**config.mk**
```make
export PLATFORM = sky130hd
export DESIGN_NAME = mem_port_arbiter
export DESIGN_NICKNAME = d
export VERILOG_FILES = /design/src/rtl/mem_port_arbiter.sv
export SDC_FILE = /design/constraint.sdc
export NUM_CORES = 1
export LEC_CHECK = 0
export BUFFER_PORTS_ARGS = -buffer_cell sky130_fd_sc_hd__buf_2
export CAP_MARGIN = 20
export CORE_ASPECT_RATIO = 1.5
export CORE_UTILIZATION = 33
export CTS_CLUSTER_SIZE = 16
export DETAILED_ROUTE_END_ITERATION = 16
export PLACE_DENSITY_LB_ADDON = 0.12
export SYNTH_ARGS = -nofsm -noshare
export SYNTH_HDL_FRONTEND = slang
export SYNTH_SLANG_ARGS = --single-unit
```
**constraint.sdc**
```tcl
create_clock -name clk -period 1.9 [get_ports clk]
set_input_delay 0.57 -clock clk [delete_from_list [all_inputs] [get_ports clk]]
set_output_delay 0.57 -clock clk [all_outputs]
set_load 0.02 [all_outputs]
```
**src/rtl/mem_port_arbiter.sv**
```systemverilog
// mem_port_arbiter: shares one single-ported memory between the IF and DM ports.
// Define ARB_RR_EN for round-robin tie-breaking instead of fixed DM-over-IF priority.
module mem_port_arbiter #(
  parameter int ADDR_W  = 32,
  parameter int DATA_W  = 32,
  parameter int MEM_LAT = 2
) (
  input  logic              clk,
  input  logic              rst_n,
  input  logic              if_req,
  input  logic [ADDR_W-1:0] if_addr,
  output logic [DATA_W-1:0] if_rdata,
  output logic              if_ready,
  input  logic              dm_req,
  input  logic              dm_we,
  input  logic [ADDR_W-1:0] dm_addr,
  input  logic [DATA_W-1:0] dm_wdata,
  output logic [DATA_W-1:0] dm_rdata,
  output logic              dm_ready,
  output logic              mem_en,
  output logic              mem_we,
  output logic [ADDR_W-1:0] mem_addr,
  output logic [DATA_W-1:0] mem_wdata,
  input  logic [DATA_W-1:0] mem_rdata,
  output logic              busy
);

  localparam int CNT_W = (MEM_LAT > 1) ? $clog2(MEM_LAT) : 1;
  localparam logic [CNT_W-1:0] CNT_LAST = CNT_W'(MEM_LAT - 1);

  typedef enum logic {IDLE, BUSY} state_e;
  typedef enum logic {OWN_IF, OWN_DM} owner_e;

  state_e            state_q, state_d;
  owner_e            owner_q, owner_d;
  logic [CNT_W-1:0]  cnt_q, cnt_d;
  logic [ADDR_W-1:0] addr_q, addr_d;
  logic              we_q, we_d;
  logic [DATA_W-1:0] wdata_q, wdata_d;
  logic [DATA_W-1:0] if_rdata_q, if_rdata_d;
  logic [DATA_W-1:0] dm_rdata_q, dm_rdata_d;
  logic              if_ready_q, if_ready_d;
  logic              dm_ready_q, dm_ready_d;
  logic              if_elig, dm_elig;
  logic              grant_dm, done;
`ifdef ARB_RR_EN
  owner_e            last_q, last_d;
`endif

  // a port is blind in its own ready cycle so a held req is not reissued
  assign if_elig = if_req && !if_ready_q;
  assign dm_elig = dm_req && !dm_ready_q;

`ifdef ARB_RR_EN
  assign grant_dm = dm_elig && (!if_elig || last_q == OWN_IF);
`else
  assign grant_dm = dm_elig;
`endif

  assign done = (state_q == BUSY) && (cnt_q == CNT_LAST);

  always_comb begin
    state_d    = state_q;
    owner_d    = owner_q;
    cnt_d      = cnt_q;
    addr_d     = addr_q;
    we_d       = we_q;
    wdata_d    = wdata_q;
    if_rdata_d = if_rdata_q;
    dm_rdata_d = dm_rdata_q;
    if_ready_d = 1'b0;
    dm_ready_d = 1'b0;
`ifdef ARB_RR_EN
    last_d     = last_q;
`endif
    unique case (state_q)
      IDLE: begin
        if (if_elig || dm_elig) begin
          state_d = BUSY;
          cnt_d   = '0;
          owner_d = grant_dm ? OWN_DM : OWN_IF;
          addr_d  = grant_dm ? dm_addr : if_addr;
          we_d    = grant_dm && dm_we;
          wdata_d = grant_dm ? dm_wdata : '0;
`ifdef ARB_RR_EN
          last_d  = grant_dm ? OWN_DM : OWN_IF;
`endif
        end
      end
      BUSY: begin
        cnt_d = cnt_q + CNT_W'(1);
        if (done) begin
          state_d = IDLE;
          cnt_d   = '0;
          if (owner_q == OWN_DM) begin
            dm_ready_d = 1'b1;
            if (!we_q) dm_rdata_d = mem_rdata;
          end else begin
            if_ready_d = 1'b1;
            if_rdata_d = mem_rdata;
          end
        end
      end
      default: state_d = IDLE;
    endcase
  end

  always_ff @(posedge clk or negedge rst_n) begin
    if (!rst_n) begin
      state_q    <= IDLE;
      owner_q    <= OWN_IF;
      cnt_q      <= '0;
      addr_q     <= '0;
      we_q       <= 1'b0;
      wdata_q    <= '0;
      if_rdata_q <= '0;
      dm_rdata_q <= '0;
      if_ready_q <= 1'b0;
      dm_ready_q <= 1'b0;
`ifdef ARB_RR_EN
      last_q     <= OWN_IF;
`endif
    end else begin
      state_q    <= state_d;
      owner_q    <= owner_d;
      cnt_q      <= cnt_d;
      addr_q     <= addr_d;
      we_q       <= we_d;
      wdata_q    <= wdata_d;
      if_rdata_q <= if_rdata_d;
      dm_rdata_q <= dm_rdata_d;
      if_ready_q <= if_ready_d;
      dm_ready_q <= dm_ready_d;
`ifdef ARB_RR_EN
      last_q     <= last_d;
`endif
    end
  end

  assign busy      = (state_q == BUSY);
  assign mem_en    = busy;
  assign mem_we    = busy && we_q;
  assign mem_addr  = addr_q;
  assign mem_wdata = wdata_q;
  assign if_rdata  = if_rdata_q;
  assign dm_rdata  = dm_rdata_q;
  assign if_ready  = if_ready_q;
  assign dm_ready  = dm_ready_q;

endmodule
```
Yosys cells after proc, flatten, opt, wreduce, memory -nomap -nowiden --
Cells that the tools add are included.
Cells by class: $add $sub $neg 1, eq/ne operators 1, mux-type cells 15, bitwise operators 3, reductions and logical operators 11
Operators by type and width (count):
- 32-bit 2-to-1 mux | 2
- 1-bit 2-to-1 mux | 11
- 1-bit logical AND | 5
- 1-bit case mux with 2 select lines | 2
- 4-bit AND reduction | 1
- 1-bit inverter | 3
- 3-bit AND reduction | 1
- 1-bit logical NOT | 2
- 2-bit != test, second input constant | 1
- 2-bit AND reduction | 1
- 1-bit adder, second input constant | 1
- 1-bit logical OR | 1
Storage, ports and cells: register bits 134, bits of input ports 133, output and inout bits 133, word-level logic and storage cells 41

Logic depth before layout (Yosys ltp) --
depth in word-level cells 5, depth in mapped cells 6

Worst setup path after synthesis --
No wires, ideal clock.
path type in2reg, start in dm_req, end reg addr_q[10] (netlist: mem_addr[10]), setup time 125 ps, arrival 1471 ps, required time 1775 ps, path slack 304 ps, stages 5, cells stage by stage nand2b_4 > buf_6 > a21oi_2 > buf_4 > mux2_2
On the way: longest elaborated chain between the ends 3
Ends and longest elaborated chain:
- start, declared | line 14 | input logic dm_req,
- 1-bit logical AND * | line 52 | assign dm_elig = dm_req && !dm_ready_q;
- 1-bit logical OR | line 78 | if (if_elig || dm_elig) begin
- 2-bit AND reduction (no source line)
- end signal, assigned | line 127 | addr_q <= addr_d;
- end, declared | line 37 | logic [ADDR_W-1:0] addr_q, addr_d;
Every way passes the cells marked *; elsewhere a longest branch is shown, timed or not. A chain may end at the register's enable or synchronous reset.

Worst setup path in the final report --
start reg state_q (netlist: busy), end out mem_we
On the way: longest elaborated chain between the ends 1
Ends and longest elaborated chain:
- start, declared | line 34 | state_e state_q, state_d;
- start signal, assigned | line 124 | state_q <= state_d;
- 1-bit logical AND | line 142 | assign mem_we = busy && we_q;
- end, declared | line 21 | output logic mem_we,
Every way passes these cells.

==> metrics <==
outcome finished, final reports clean; Vias/cell 4.62; Worst R2R End dm_rdata[31]; crit path launch busy; # IOs 266; Rows 57; synth top area cells dfrtp_1, mux2_2, mux2_4, a22o_1, buf_6; total global-route track usage between 10% and 20%; critical path class flip-flop to primary output; FF-to-FF Start busy; share of cells above drive strength 1 71.4%; Root Buffer clkbuf_16; slew of the pin with the lowest slew margin ~0.38 ns; Avg Inst Size Synth roughly 16 µm²; worst endpoint data arrival time 1.25 ns; Fin. Hold Viols 0; # DRC 0; pre-CTS WS 0.0812 ns; hold_buf cts 0; Reg2Reg Setup Slack around 0.32 ns; clk sink count 134; CP Capture Type primary output; final critical-path share of the clock period between 90% and 100%; synthesized area 5480 µm²; WHS 0.0741 ns; slowest stage delay, CP 0.40 ns; die area 17100 µm²; Net Count, Synth 466; Layout area overhead 40.3%; Critical Path, Cell by Cell buf_4, and2_1, buf_2; ANT nets after route 0; largest net degree at the start of global routing 37; final number of setup-violating endpoints 0; vias in the first global route 4172; core box area 16200 µm²; Overflow after GRT 0; Fin Clk Skew roughly 0.014 ns; H-tree depth 4; power after layout 14.6 mW; Finished Layout Cells between 800 and 900; number of nets in the layout 744; Fin Setup TNS 0 ns; drt initial violations approximately 100; placed cells 797; antenna violations before repair 1; worst relative slew slack 74.5%; Port Buffers 265; vias post-DR 3829; Initial Util 33.9%; Leak roughly 4 nW; cell taking the most area after synthesis dfrtp_1; fin area 7690 µm²; Die Y roughly 160 µm; die width 107 µm; Setup WS post-layout 0.0752 ns; share of the synthesized area in the top cell type 61.2%; CTS tree built; YS warnings 0; clock slew at reported path FFs 0.06 ns; met3 wire len 1070 µm; critical-path maximum fanout 4; register area share after synthesis 61.2%; Slowest cell on crit path dfrtp_2; Tmin final between 1.5 and 2 ns; Max Used Layer met4; CTS buffer count 17; startpoint type of the worst setup path flip-flop; Max Freq 548 MHz; Netlist cell types 18; worst min path class input port to asynchronous set/reset pin; Seq cells post-synth approximately 130; Worst-Skew Late Latency a little over 0.4 ns; DP Wirelength 10100 µm; R2R depth 5; RSZ-0062 raised after global routing no; Cell Area, Placed roughly 7100 µm²; Syn Inst Count 333; drt total wl 13700 µm; final core utilization 47.5%; number of max-cap violations 0; wire per inst 16.5 µm; Power Dens Cells 1900 nW/µm²; first-pass GRT wire length 21700 µm; met2 WL 7080 µm; Clock Path Buffers 2; drt first pass iters 4; CP Capture Point mem_we; gpl congestion 0.714; Critical Path RT 1.33 ns; WL met1 5330 µm; # diodes 0; max-slew violations 0; worst vdd ir 811 µV
-- critical path: cells and delay by family, from the launching register on --
kind / cells / cell delay, ns
simple gates: 1 / 0.15
buf+inv: 2 / 0.31
flops: 1 / 0.40
-- flip-flops by register name, summed over array words and instances, names as in the netlist --
signal / flops
owner_q: 1
mem_wdata: 32
if_rdata: 32
we_q: 1
dm_ready: 1
cnt_q: 1
if_ready: 1
dm_rdata: 32
mem_addr: 32
busy: 1
-- Yosys cell counts --
cell and instances:
dfrtp_1 134, mux2_2 98, a22o_1 33, mux2_4 30, buf_2 10, buf_6 8
buf_4 5, nand2b_1 3, a21o_1 2, nand2_1 2, a21oi_2 1, and2_1 1
and3_1 1, inv_1 1, nand2b_4 1, nand3b_1 1, nand4b_1 1, nor2_4 1
-- repair_timing --
action,in CTS,in global routing
setup endpoints to repair,1,0
gates resized for setup,1,0
setup buffers,1,0
-- report_power, final --
| part | switching [mW] | internal (mW) |
|---|---|---|
| Clock | 1.24 | 1.87 |
| Sequential | 0.700 | 4.27 |
| Combinational | 3.53 | 3.02 |
-- layout make-up --
type	instances	area, µm²
flip-flops and latches	134	3350
well taps	206	258
repair buffers	282	1560
clock inverters	11	101
multi-input cells	175	1960
clock buffers	20	457
fillers	1510	8500
inverters	1	3.75
-- routing by layer --
| layer | GRT usage, % | vias to the layer above |
|---|---|---|
| met5 | 0 | - |
| met4 | 5.48 | 0 |
| met3 | 5.22 | 14 |
| met2 | 30.0 | 172 |
| met1 | 18.0 | 1883 |
| li1 | - | 1760 |
-- cells by family (layout without fill, tap and decap cells) --
logic type,Yosys count,count (layout),share of synthesized area [%]
buffers and inverters,24,314,3.31
flip-flops,134,134,61.2
AND/OR/NAND/NOR,11,11,1.46
multiplexers,128,128,28.3
AO/OA/AOI/OAI,36,36,5.71
-- placed cells by master, fill, tap and decap left out --
master,instances
dfrtp_2,1
nor2_4,1
nand2b_1,2
a22o_1,33
dfrtp_1,133
nand3b_1,1
inv_1,1
nand4b_1,1
buf_12,8
buf_4,9
nand2b_2,1
clkbuf_1,1
and2_1,1
buf_2,264
clkinv_2,3
inv_6,2
clkinv_4,1
clkinvlp_4,4
bufinv_16,1
mux2_4,30
buf_6,1
and3_1,1
clkbuf_16,17
clkbuf_8,2
nand2b_4,1
mux2_2,98
a21o_1,2
a21oi_4,1
nand2_1,2
-- how the worst min path moves through the flow --
stage / startpoint / end / slack, ns
after floorplan: rst_n / busy / 0.27
after global placement: mem_wdata[3] / mem_wdata[3] / 0.48
after global routing: rst_n / mem_wdata[8] / 0.08
after detailed placement: mem_wdata[22] / mem_wdata[22] / 0.49
after CTS: rst_n / mem_wdata[0] / 0.07
final: rst_n / mem_wdata[0] / 0.07
Note: power is estimated with default switching activity, not from simulation.
